--- config.mk ---
export PLATFORM = sky130hd
export DESIGN_NAME = uart_boot_loader
export DESIGN_NICKNAME = d
export VERILOG_FILES = /design/src/rtl/frost_boot_pkg.sv /design/src/rtl/boot_byte_fetch.sv /design/src/rtl/uart_boot_loader.sv
export SDC_FILE = /design/constraint.sdc
export NUM_CORES = 1
export LEC_CHECK = 0
export ABC_AREA = 1
export BUFFER_PORTS_ARGS = -buffer_cell sky130_fd_sc_hd__buf_2
export CORE_UTILIZATION = 61
export CTS_CLUSTER_SIZE = 25
export DETAILED_ROUTE_END_ITERATION = 8
export PLACE_DENSITY = 0.95
export SYNTH_ARGS = -nofsm -noshare
export SYNTH_HDL_FRONTEND = slang
export SYNTH_SLANG_ARGS = --single-unit
--- constraint.sdc ---
create_clock -name clk -period 3.52 [get_ports clk]
set_input_delay 0.704 -clock clk [delete_from_list [all_inputs] [get_ports clk]]
set_output_delay 0.704 -clock clk [all_outputs]
set_load 0.02 [all_outputs]
--- src/rtl/frost_boot_pkg.sv ---
// frost_boot_pkg: shared state encodings and sizing constants for the UART boot loader
package frost_boot_pkg;
  localparam int DEF_ADDR_W     = 11;
  localparam int DEF_LEN_W      = 16;
  localparam int HDR_BYTES      = 2;
  localparam int BYTES_PER_WORD = 4;
  typedef logic [2:0] state_t;
  localparam state_t S_IDLE   = 3'd0;
  localparam state_t S_LEN_LO = 3'd1;
  localparam state_t S_LEN_HI = 3'd2;
  localparam state_t S_DATA   = 3'd3;
  localparam state_t S_WRITE  = 3'd4;
  localparam state_t S_CHECK  = 3'd5;
  localparam state_t S_DONE   = 3'd6;
  localparam state_t S_ERROR  = 3'd7;
endpackage

--- src/rtl/boot_byte_fetch.sv ---
// boot_byte_fetch: pops one byte from the UART FIFO, then forces a gap cycle so rx_empty can settle
module boot_byte_fetch (
  input  logic       clk,
  input  logic       reset,
  input  logic       en,
  input  logic       rx_empty,
  input  logic [7:0] r_data,
  output logic       rd_uart,
  output logic       byte_valid,
  output logic [7:0] byte_data
);
  logic       rd_q, rd_d;
  logic [7:0] byte_q;
  assign rd_d       = en & ~rx_empty & ~rd_q;
  assign rd_uart    = rd_q;
  assign byte_valid = rd_q;
  assign byte_data  = byte_q;
  always_ff @(posedge clk or negedge reset) begin
    if (!reset) begin
      rd_q   <= 1'b0;
      byte_q <= 8'h00;
    end else begin
      rd_q <= rd_d;
      if (rd_d) byte_q <= r_data;
    end
  end
endmodule

--- src/rtl/uart_boot_loader.sv ---
// uart_boot_loader: loads a length-prefixed little-endian word image from the UART into program RAM.
// Define UART_BOOT_LOADER_CHECKSUM_EN to require a trailing XOR checksum byte.
module uart_boot_loader
  import frost_boot_pkg::*;
#(
  parameter int ADDR_W = DEF_ADDR_W,
  parameter int LEN_W  = DEF_LEN_W
) (
  input  logic              clk,
  input  logic              reset,
  input  logic              boot_en,
  input  logic              rx_empty,
  input  logic [7:0]        r_data,
  output logic              rd_uart,
  output logic              mem_we,
  output logic [ADDR_W-1:0] mem_addr,
  output logic [31:0]       mem_wdata,
  output logic              cpu_reset,
  output logic              done,
  output logic              err
);
  localparam int unsigned MAX_WORDS = 2 ** ADDR_W;
`ifdef UART_BOOT_LOADER_CHECKSUM_EN
  localparam state_t FIN = S_CHECK;
`else
  localparam state_t FIN = S_DONE;
`endif
  state_t            state_q, state_d;
  logic [LEN_W-1:0]  len_q, len_d;
  logic [ADDR_W-1:0] word_q, word_d;
  logic [1:0]        bidx_q, bidx_d;
  logic [31:0]       data_q, data_d;
  logic              fetch_en, byte_valid;
  logic [7:0]        byte_data;
`ifdef UART_BOOT_LOADER_CHECKSUM_EN
  logic [7:0]        csum_q, csum_d;
`endif
  assign fetch_en  = state_q inside {S_LEN_LO, S_LEN_HI, S_DATA, S_CHECK};
  assign mem_we    = state_q == S_WRITE;
  assign mem_addr  = word_q;
  assign mem_wdata = data_q;
  assign done      = state_q == S_DONE;
  assign err       = state_q == S_ERROR;
  assign cpu_reset = state_q != S_DONE;
  boot_byte_fetch u_fetch (
    .clk       (clk),
    .reset     (reset),
    .en        (fetch_en),
    .rx_empty  (rx_empty),
    .r_data    (r_data),
    .rd_uart   (rd_uart),
    .byte_valid(byte_valid),
    .byte_data (byte_data)
  );
  always_comb begin
    state_d = state_q;
    len_d   = len_q;
    word_d  = word_q;
    bidx_d  = bidx_q;
    data_d  = data_q;
`ifdef UART_BOOT_LOADER_CHECKSUM_EN
    csum_d  = csum_q ^ ((byte_valid && state_q != S_CHECK) ? byte_data : 8'h00);
`endif
    case (state_q)
      S_IDLE:   state_d = boot_en ? S_LEN_LO : S_DONE;
      S_LEN_LO: if (byte_valid) begin
        len_d   = LEN_W'(byte_data);
        state_d = S_LEN_HI;
      end
      S_LEN_HI: if (byte_valid) begin
        len_d   = LEN_W'({byte_data, len_q[7:0]});
        state_d = len_d == '0 ? FIN : 32'(len_d) > MAX_WORDS ? S_ERROR : S_DATA;
      end
      S_DATA: if (byte_valid) begin
        data_d[8*bidx_q +: 8] = byte_data;
        bidx_d  = bidx_q + 2'd1;
        state_d = 32'(bidx_q) == BYTES_PER_WORD - 1 ? S_WRITE : S_DATA;
      end
      S_WRITE: begin
        state_d = 32'(word_q) == 32'(len_q) - 32'd1 ? FIN : S_DATA;
        word_d  = state_d == S_DATA ? word_q + ADDR_W'(1) : word_q;
      end
`ifdef UART_BOOT_LOADER_CHECKSUM_EN
      S_CHECK: if (byte_valid) state_d = byte_data == csum_q ? S_DONE : S_ERROR;
`endif
      default: ;
    endcase
  end
  always_ff @(posedge clk or negedge reset) begin
    if (!reset) begin
      state_q <= S_IDLE;
      len_q   <= '0;
      word_q  <= '0;
      bidx_q  <= '0;
      data_q  <= '0;
`ifdef UART_BOOT_LOADER_CHECKSUM_EN
      csum_q  <= '0;
`endif
    end else begin
      state_q <= state_d;
      len_q   <= len_d;
      word_q  <= word_d;
      bidx_q  <= bidx_d;
      data_q  <= data_d;
`ifdef UART_BOOT_LOADER_CHECKSUM_EN
      csum_q  <= csum_d;
`endif
    end
  end
endmodule

==> results of run 1 <==
-- worst paths after layout --
kind | from | to | slack, ps
hold reg to reg | mem_wdata[9] | mem_wdata[9] | 510
max in group asynchronous | reset | len_q[15] | 2670
setup reg to reg | bidx_q[0] | mem_wdata[6] | 1220
hold / removal | reset | mem_wdata[19] | 340
setup / recovery | state_q[1] | mem_we | 1060
min in group clk | mem_wdata[9] | mem_wdata[9] | 510
-- cell families (layout without fill, tap and decap cells) --
| kind of cell | after synthesis | in the layout |
|---|---|---|
| and+or+nand+nor | 269 | 269 |
| buffers and inverters | 79 | 146 |
| AOI/OAI and AO/OA | 73 | 73 |
| DFF | 73 | 73 |
| xor gates and xnor gates | 17 | 17 |
| adders and majority gates | 8 | 8 |
-- metal layers --
layer  routed length, um  vias to the layer above  global-route usage
met5                   0                        -                   0
met4                 245                        0              0.1448
met3                 669                       30             0.08571
met2                4727                      153              0.4910
met1                3987                     1749              0.3453
li1                    -                     1790                   -
-- layout make-up --
cell class	instances	area, sq um	share of cell area
clock buffers	10	137.6	0.03029
clock inverters	6	66.31	0.01460
inverters	69	261.5	0.05756
multi-input cells	367	1844	0.4059
flip-flops and latches	73	1827	0.4021
well taps	77	96.34	0.02121
repair buffers	61	310.3	0.06830
-- flip-flops by register name (all words and copies together), names as in the netlist --
name                cells
mem_addr               11
u_fetch.byte_valid      1
mem_wdata              32
u_fetch.byte_data       8
len_q                  16
bidx_q                  2
state_q                 3
-- layout by cell type (no fill, tap or decap) --
cell type     n
xnor2_1       4
nor4_1        2
nand2_4       1
inv_4         1
nand3_1      48
ha_1          8
nor2_2       11
nor2_1       37
o21ai_0      55
buf_4         2
nand4_1      14
a21oi_1       2
inv_1        56
clkbuf_8     10
clkinvlp_4    3
nor3_1        8
buf_2        59
a21o_1        1
a2111oi_2     1
inv_2        12
bufinv_16     1
o21ai_2       6
clkinv_2      1
nand2_2       6
nor2_4        2
xor2_1       13
dfrtp_1      73
nand2_1     140
inv_6         1
o22ai_1       8
-- power groups by stage --
stage	clock, W	sequential, W	combinational, W
2_1_floorplan	0	0.000866	0.00000997
5_1_grt	0.000721	0.000858	0.0000414
3_5_place_dp	0	0.000874	0.0000356
3_3_place_gp	0	0.000874	0.0000347
6_report	0.000671	0.000858	0.0000361
4_1_cts	0.000683	0.000857	0.0000365
-- per-stage QoR --
step                      total power [W]  hold slack (ps)  cells
after detailed placement        0.0009093            489.7    647
after global placement          0.0009083            485.8    647
after CTS                        0.001577            346.1    663
final                            0.001565            338.6    663
after floorplan                 0.0008762            408.4    519
after global routing             0.001621            357.6    663
==> results.json, run 1 <==
{
  "cts_root_buffer": "clkbuf_8",
  "outcome": "complete, no violations",
  "die_h_um": 82.76,
  "synth.avg_cell_area_sq_um": 7.666,
  "fin_util": 0.7196,
  "io_buffer_count": 59,
  "synth_xor_area_frac": 0.03742,
  "synth_area_leaders": "dfrtp_1, nand2_1, o21ai_0",
  "synth_edf_count": 0,
  "synth-simple-area-share": 0.2978,
  "setup_viol": 0,
  "drt-initial-drc-count": 244,
  "reg2reg_depth": 5,
  "p_switching_w": 0.0003651,
  "post_cts_resize_count": 0,
  "critPathLaunchType": "register",
  "p_int_w": 0.001200,
  "syn2layout_area_growth_pct": 14.18,
  "grt_pass1_wl_um": 14870,
  "pwr-share-clk": 0.429,
  "critPathArrivalTime_ps": 1760,
  "fin_worst_skew_ps": 7.060,
  "cts_sinks": 73,
  "setup_tns_ps": 0,
  "groute.usage.overall": 0.2944,
  "cp_top_family": "simple AND/OR/NAND/NOR gates",
  "ys_types": 26,
  "die_w_um": 82.76,
  "dp_worst_setup_slack_ps": 1236,
  "syn_area_sq_um": 3979,
  "wirelength_um": 9629,
  "pwr-share-seq": 0.548,
  "muxShareOfSynthArea": 0,
  "syn_nets": 539,
  "slew_viol_final": 0,
  "ant_nets": 0,
  "rsz0062_at_grt": "no",
  "start_util": 0.6302,
  "cts_tree": "built",
  "synth_top_area_frac": 0.4591,
  "route.vias.total": 3722,
  "ys.flop_type": "dfrtp_1",
  "io_pins": 60,
  "cp.required_ps": 2820,
  "fmax_mhz": 406.4,
  "dpl_cell_area_sq_um": 4339,
  "antenna_cells": 0,
  "path_buf_inv": 2,
  "vias_per_cell": 5.614,
  "cp_max_fo": 5,
  "path_cells": "nor2_1 > inv_1 > nor2_1 > buf_2",
  "fin_nets": 601,
  "antenna_found_initial": 0,
  "grt_pass1_vias": 3323,
  "synth_top_area_cell": "dfrtp_1",
  "yosysMostFrequentCell": "nand2_1",
  "core_region_area_sq_um": 6314,
  "crit_path_max_incr_delay_ps": 450,
  "clk_latency_ps": 360,
  "detail_route.drc_violations": 0,
  "worst-setup-path-type": "reg2out",
  "drive_above_1_share": 0.1997,
  "grt-ovfl-total": 0,
  "grt_max_degree": 49,
  "synth_fa_ha_area_frac": 0.02516,
  "cts_hold_buf": 0,
  "syn_inst": 519,
  "relSlewSlack": 0.1953,
  "place.gp.congestion": 0.9104,
  "path_clk_slew_ps": 80,
  "htreeDepth": 3,
  "fin_area_sq_um": 4543,
  "synth-compound-area-share": 0.1031,
  "ir_drop_uv": 243.2,
  "fin_ws_ps": 1059,
  "yosys_warnings": 0,
  "routedWlPerCell_um": 14.52,
  "min_path_type": "in2async",
  "die_area_sq_um": 6849,
  "cts_setup_buffers": 0,
  "synth_top_family_by_area": "simple AND/OR/NAND/NOR gates",
  "cp_common_cell": "nor2_1",
  "fillCellCount": 480,
  "ys_ff_latch": 73,
  "synthTopCellsByCount": "nand2_1, dfrtp_1, inv_1, o21ai_0, nand3_1",
  "hold_viol": 0,
  "drt_pass1_iterations": 7,
  "leakage_nw": 2.598,
  "ys_seq_area_frac": 0.4591,
  "min_period_over_period": 0.6991,
  "slowest_stage": "dfrtp_1",
  "worst_slew_pin_slew_ps": 1205,
  "switching_share": 0.2333,
  "dp_hpwl_um": 6928,
  "combPwrFrac": 0.023,
  "async_flop_share": 1.000,
  "cp_num_cells": 4,
  "fp-row-count": 29,
  "max_cap_violations": 0,
  "power_density_nw_per_um2": 344.5,
  "clk_path_buf_depth": 2,
  "cts_buffers": 9,
  "finalCriticalPeriod_ps": 2461,
  "endpoint_kind": "primary output"
}
No activity file was read; power rests on OpenSTA's default activity.
==> inputs of run 2 (changes only) <==
Settings changed: ABC_AREA 1 to 0, CORE_UTILIZATION 61 to 57, PLACE_DENSITY 0.95 to 0.92.
Clock period 3.52 ns to 2.4 ns, I/O delays scaled along.
==> results.json, run 2 <==
{
  "outcome": "complete, but fails checks",
  "violations": "negative setup slack",
  "rsz0062_at_grt": "yes",
  "fp-row-count": 29,
  "ys_types": 50,
  "syn_nets": 444,
  "cts_tree": "built",
  "switching_share": 0.3998,
  "grt_pass1_wl_um": 15920,
  "drt-initial-drc-count": 375,
  "ir_drop_uv": 833.4,
  "final_cell_count_no_fill": 590,
  "ys_ff_latch": 73,
  "routedWlPerCell_um": 16.61,
  "setup_tns_ps": -7353,
  "yosysMostFrequentCell": "nand2_1",
  "die_w_um": 83.34,
  "ys_seq_area_frac": 0.4844,
  "antenna_found_initial": 0,
  "combPwrFrac": 0.419,
  "groute.usage.overall": 0.2922,
  "pwr-share-clk": 0.215,
  "start_util": 0.5905,
  "fin_area_sq_um": 4623,
  "worst-setup-path-type": "reg2reg",
  "fmax_mhz": 332.0,
  "critPathArrivalTime_ps": 3250,
  "syn_area_sq_um": 3771,
  "hold_viol": 0,
  "worst_slew_pin_slew_ps": 689.3,
  "endpoint_kind": "register",
  "critPathLaunchType": "register",
  "synth_top_area_cell": "dfrtp_1",
  "route.vias.total": 3431,
  "fillCellCount": 438,
  "fin_ws_ps": -612.5,
  "p_int_w": 0.002959,
  "fin_nets": 528,
  "grt-ovfl-total": 0,
  "leakage_nw": 2.302,
  "dp_worst_setup_slack_ps": -567.8,
  "synth_edf_count": 0,
  "layout_common_cells": "nand2_1, dfrtp_1, buf_2",
  "dpl_cell_area_sq_um": 4354,
  "drt_pass1_iterations": 5,
  "yosys_warnings": 0,
  "antenna_cells": 0,
  "htreeDepth": 3,
  "largest_reg_flops": 32,
  "ys.flop_type": "dfrtp_1",
  "synth_area_leaders": "dfrtp_1, nand2_1, o21ai_0",
  "synth.avg_cell_area_sq_um": 8.894,
  "cts_sinks": 73,
  "syn2layout_area_growth_pct": 22.59,
  "detail_route.drc_violations": 0,
  "clk_latency_ps": 350,
  "die_area_sq_um": 6946,
  "drive_above_1_share": 0.2690,
  "io_pins": 60,
  "async_flop_share": 1.000,
  "placedCellCount": 572,
  "min_path_type": "in2async",
  "cts_root_buffer": "clkbuf_8",
  "place.gp.congestion": 0.9043,
  "ant_nets": 0,
  "cts_buffers": 9,
  "finalCriticalPeriod_ps": 3013,
  "io_buffer_count": 59,
  "slew_viol_final": 0,
  "clk_path_buf_depth": 2,
  "synthTopCellsByCount": "nand2_1, dfrtp_1, o21ai_0, clkbuf_1, xor2_1",
  "syn_inst": 424,
  "fin_worst_skew_ps": 9.326,
  "dp_hpwl_um": 6683,
  "grt_pass1_vias": 3272,
  "grt_max_degree": 45,
  "core_region_area_sq_um": 6386,
  "path_clk_slew_ps": 80,
  "wirelength_um": 9800,
  "synth_top_area_frac": 0.4844,
  "cp_max_fo": 3,
  "cp.required_ps": 2630,
  "relSlewSlack": 0.5405,
  "min_period_over_period": 1.255,
  "vias_per_cell": 5.815,
  "max_cap_violations": 0,
  "cts_hold_buf": 0,
  "final_common_cell": "nand2_1",
  "power_density_nw_per_um2": 1066,
  "setup_viol": 13,
  "p_switching_w": 0.001971,
  "die_h_um": 83.34,
  "pwr-share-seq": 0.366
}
run 2: changes by cell type after synthesis, moves of 7 or more:
| cell | previous run | this run |
|---|---|---|
| o21ai_0 | 55 | 47 |
| mux2_2 | 0 | 7 |
| nand2_1 | 140 | 121 |
| inv_2 | 12 | 0 |
| inv_1 | 56 | 9 |
| clkbuf_1 | 8 | 18 |
| nor2_2 | 11 | 0 |
| nand4_1 | 14 | 2 |
| nand3_1 | 48 | 6 |
| nor2_1 | 37 | 11 |
| a21oi_1 | 2 | 10 |
run 2: area by class of cell:
type                       count  area [sq um]  share of cell area
clock inverter                 6         91.34             0.01976
tap                           77         96.34             0.02084
clock buffer                  10         127.6             0.02760
inverter                      10         37.54            0.008119
timing repair buffer          99         611.8              0.1323
sequential                    73          1827              0.3951
multi-input combinational    315          1832              0.3962
run 2: timing repair:
item | CTS | global route
pin swaps | 4 | 1
resized for setup | 4 | 2
setup endpoints to repair | 13 | 14
buffers inserted | 2 | 0
run 2: worst paths after layout:
path,start,end,slack [ps],cells after the start
worst min-delay path,reset,mem_wdata[20],160,1
worst min register to register,mem_wdata[21],mem_wdata[21],480,2
worst max register to register,len_q[6],mem_addr[1],-610,9
worst max-delay path,len_q[6],mem_addr[1],-610,9
min in group clk,r_data[5],u_fetch.byte_data[5],310,3
max in group asynchronous,reset,len_q[6],1560,2
run 2: power by group through the flow:
stage,clock network [W],logic [W],registers (W)
finish,0.00106,0.00206,0.00181
global route,0.00113,0.00226,0.00184
floorplan,0,0.00118,0.00186
detailed placement,0,0.00201,0.00182
global placement,0,0.00191,0.00180
CTS,0.00107,0.00204,0.00179
run 2: cell families after synthesis:
kind of cell               Yosys count  synth area share
and+or+nand+nor                    196            0.2488
AOI/OAI and AO/OA                   78            0.1178
DFF                                 73            0.4844
buffers and inverters               36           0.03915
xor gates and xnor gates            24           0.05574
muxes                                9           0.02754
adders and majority gates            8           0.02654
run 2: layer usage:
metal,routed length (um),share of wire,track usage,vias to the layer above
li1,-,-,-,1602
met1,4022,0.41,0.3877,1642
met5,0,0,0,-
met2,4865,0.50,0.4851,152
met4,289,0.029,0.1254,0
met3,622,0.063,0.03678,35
run 2: metrics by stage:
stage | power (W) | utilization | hold slack, ps
floorplan | 0.003037 | - | 184.4
global placement | 0.003710 | 0.6818 | 458.7
detailed placement | 0.003829 | 0.6818 | 465.6
CTS | 0.004896 | 0.7228 | 184.5
global route | 0.005229 | 0.7239 | 206.9
finish | 0.004930 | 0.7239 | 159.8
run 2: critical path: stages (launching register included):
cell,delay [ps]
dfrtp_1,390
or4_4,550
or4_4,470
or3_4,370
nor3_4,180
xor2_2,120
nor4_4,280
buf_4,190
nor2_4,50
mux2_4,300
==> inputs of run 3 (changes only) <==
Settings changed: CAP_MARGIN set to 20, MAX_ROUTING_LAYER set to met4, PLACE_DENSITY 0.92 to 0.82.
==> results.json, run 3 (synthesis gave the netlist of run 2 again) <==
{
  "leakage_nw": 2.291,
  "dp_hpwl_um": 6386,
  "fin_util": 0.7204,
  "worst-setup-path-type": "reg2reg",
  "path_buf_inv": 1,
  "grt_max_degree": 28,
  "setup_tns_ps": -6427,
  "max_cap_violations": 0,
  "drt_pass1_iterations": 4,
  "layout_common_cells": "nand2_1, dfrtp_1, buf_2",
  "crit_path_max_incr_delay_ps": 560,
  "slowest_stage": "or4_4",
  "cp_max_fo": 8,
  "hold_slack_ps": 114.1,
  "outcome": "complete, but fails checks",
  "worst_slew_pin_slew_ps": 564.2,
  "cp.required_ps": 2670,
  "power.total_w": 0.004722,
  "cts_tree": "built",
  "die_area_sq_um": 6946,
  "final_common_cell": "nand2_1",
  "ant_nets": 0,
  "path_cells": "or4_4 > or4_4 > or3_4 > nor3_4 > xor2_2 > nor4_4 > buf_4 > nor4_2 > xor2_1",
  "setup_viol": 13,
  "grt-ovfl-total": 0,
  "largest_reg_flops": 32,
  "die_h_um": 83.34,
  "routedWlPerCell_um": 15.19,
  "hold_viol": 0,
  "wirelength_um": 9024,
  "route.vias.total": 3342,
  "syn2layout_area_growth_pct": 22.00,
  "fin_nets": 532,
  "cp_common_cell": "or4_4",
  "cts_sinks": 73,
  "vias_per_cell": 5.626,
  "die_w_um": 83.34,
  "antenna_found_initial": 0,
  "fin_worst_skew_ps": 6.417,
  "cp_top_family": "simple AND/OR/NAND/NOR gates",
  "drive_above_1_share": 0.2747,
  "path_clk_slew_ps": 80,
  "drt-initial-drc-count": 319,
  "power_density_nw_per_um2": 1026,
  "violations": "negative setup slack",
  "htreeDepth": 3,
  "detail_route.drc_violations": 0,
  "clk_path_buf_depth": 2,
  "fp-row-count": 29,
  "rsz0062_at_grt": "yes",
  "groute.usage.overall": 0.2832,
  "io_pins": 60,
  "min_path_type": "in2async",
  "min_period_over_period": 1.233,
  "relSlewSlack": 0.6213,
  "critPathLaunchType": "register",
  "endpoint_kind": "register",
  "finalCriticalPeriod_ps": 2960,
  "clk_latency_ps": 350,
  "fmax_mhz": 337.8,
  "antenna_cells": 0,
  "ir_drop_uv": 732.9,
  "fin_ws_ps": -559.9,
  "core_region_area_sq_um": 6386,
  "critPathArrivalTime_ps": 3230,
  "place.gp.congestion": 0.8522,
  "cts_buffers": 9,
  "grt_pass1_wl_um": 14970,
  "grt_pass1_vias": 3153,
  "slew_viol_final": 0,
  "cts_root_buffer": "clkbuf_8",
  "io_buffer_count": 59,
  "start_util": 0.5905
}
[run 3: cell type report]
| cell class | instances | area, sq um |
|---|---|---|
| inverter | 10 | 37.54 |
| multi-input combinational | 315 | 1831 |
| clock inverter | 6 | 42.54 |
| clock buffer | 10 | 137.6 |
| sequential | 73 | 1827 |
| tap | 77 | 96.34 |
| timing repair buffer | 103 | 629.4 |
| fill | 468 | 1785 |
[run 3: layer usage]
metal | vias up | global-route usage | share of wire
li1 | 1615 | - | -
met1 | 1584 | 0.3665 | 0.43
met2 | 133 | 0.4478 | 0.50
met3 | 10 | 0.04473 | 0.061
met4 | 0 | 0.1176 | 0.014
met5 | - | - | 0
[run 3: worst paths after layout]
kind	startpoint	to	slack, ps	depth (start not counted)
min in group clk	r_data[3]	u_fetch.byte_data[3]	320	3
hold / removal	reset	mem_wdata[10]	110	1
setup / recovery	len_q[6]	mem_addr[8]	-560	9
setup reg to reg	len_q[6]	mem_addr[8]	-560	9
max in group asynchronous	reset	mem_addr[4]	1540	2
hold reg to reg	mem_wdata[19]	mem_wdata[19]	480	2
[run 3: stage by stage]
step / std cells / setup WS, ps / area, sq um
global placement: 576 / -523.3 / 4372
floorplan: 424 / -582.0 / 3781
finish: 594 / -559.9 / 4601
detailed placement: 576 / -555.1 / 4372
CTS: 592 / -537.4 / 4568
global route: 594 / -648.1 / 4601
[run 3: timing repair]
action	in CTS	in global routing
pin swaps	1	1
setup buffers	0	2
gates resized for setup	2	4
setup endpoints to repair	13	14
hold buffers	0	0
[run 3: where the power goes]
group	total (W)	internal (W)	switching [W]
Combinational	0.00204	0.000879	0.00116
Clock	0.000884	0.000404	0.000479
Sequential	0.00180	0.00150	0.000299
Total	0.00472	0.00278	0.00194
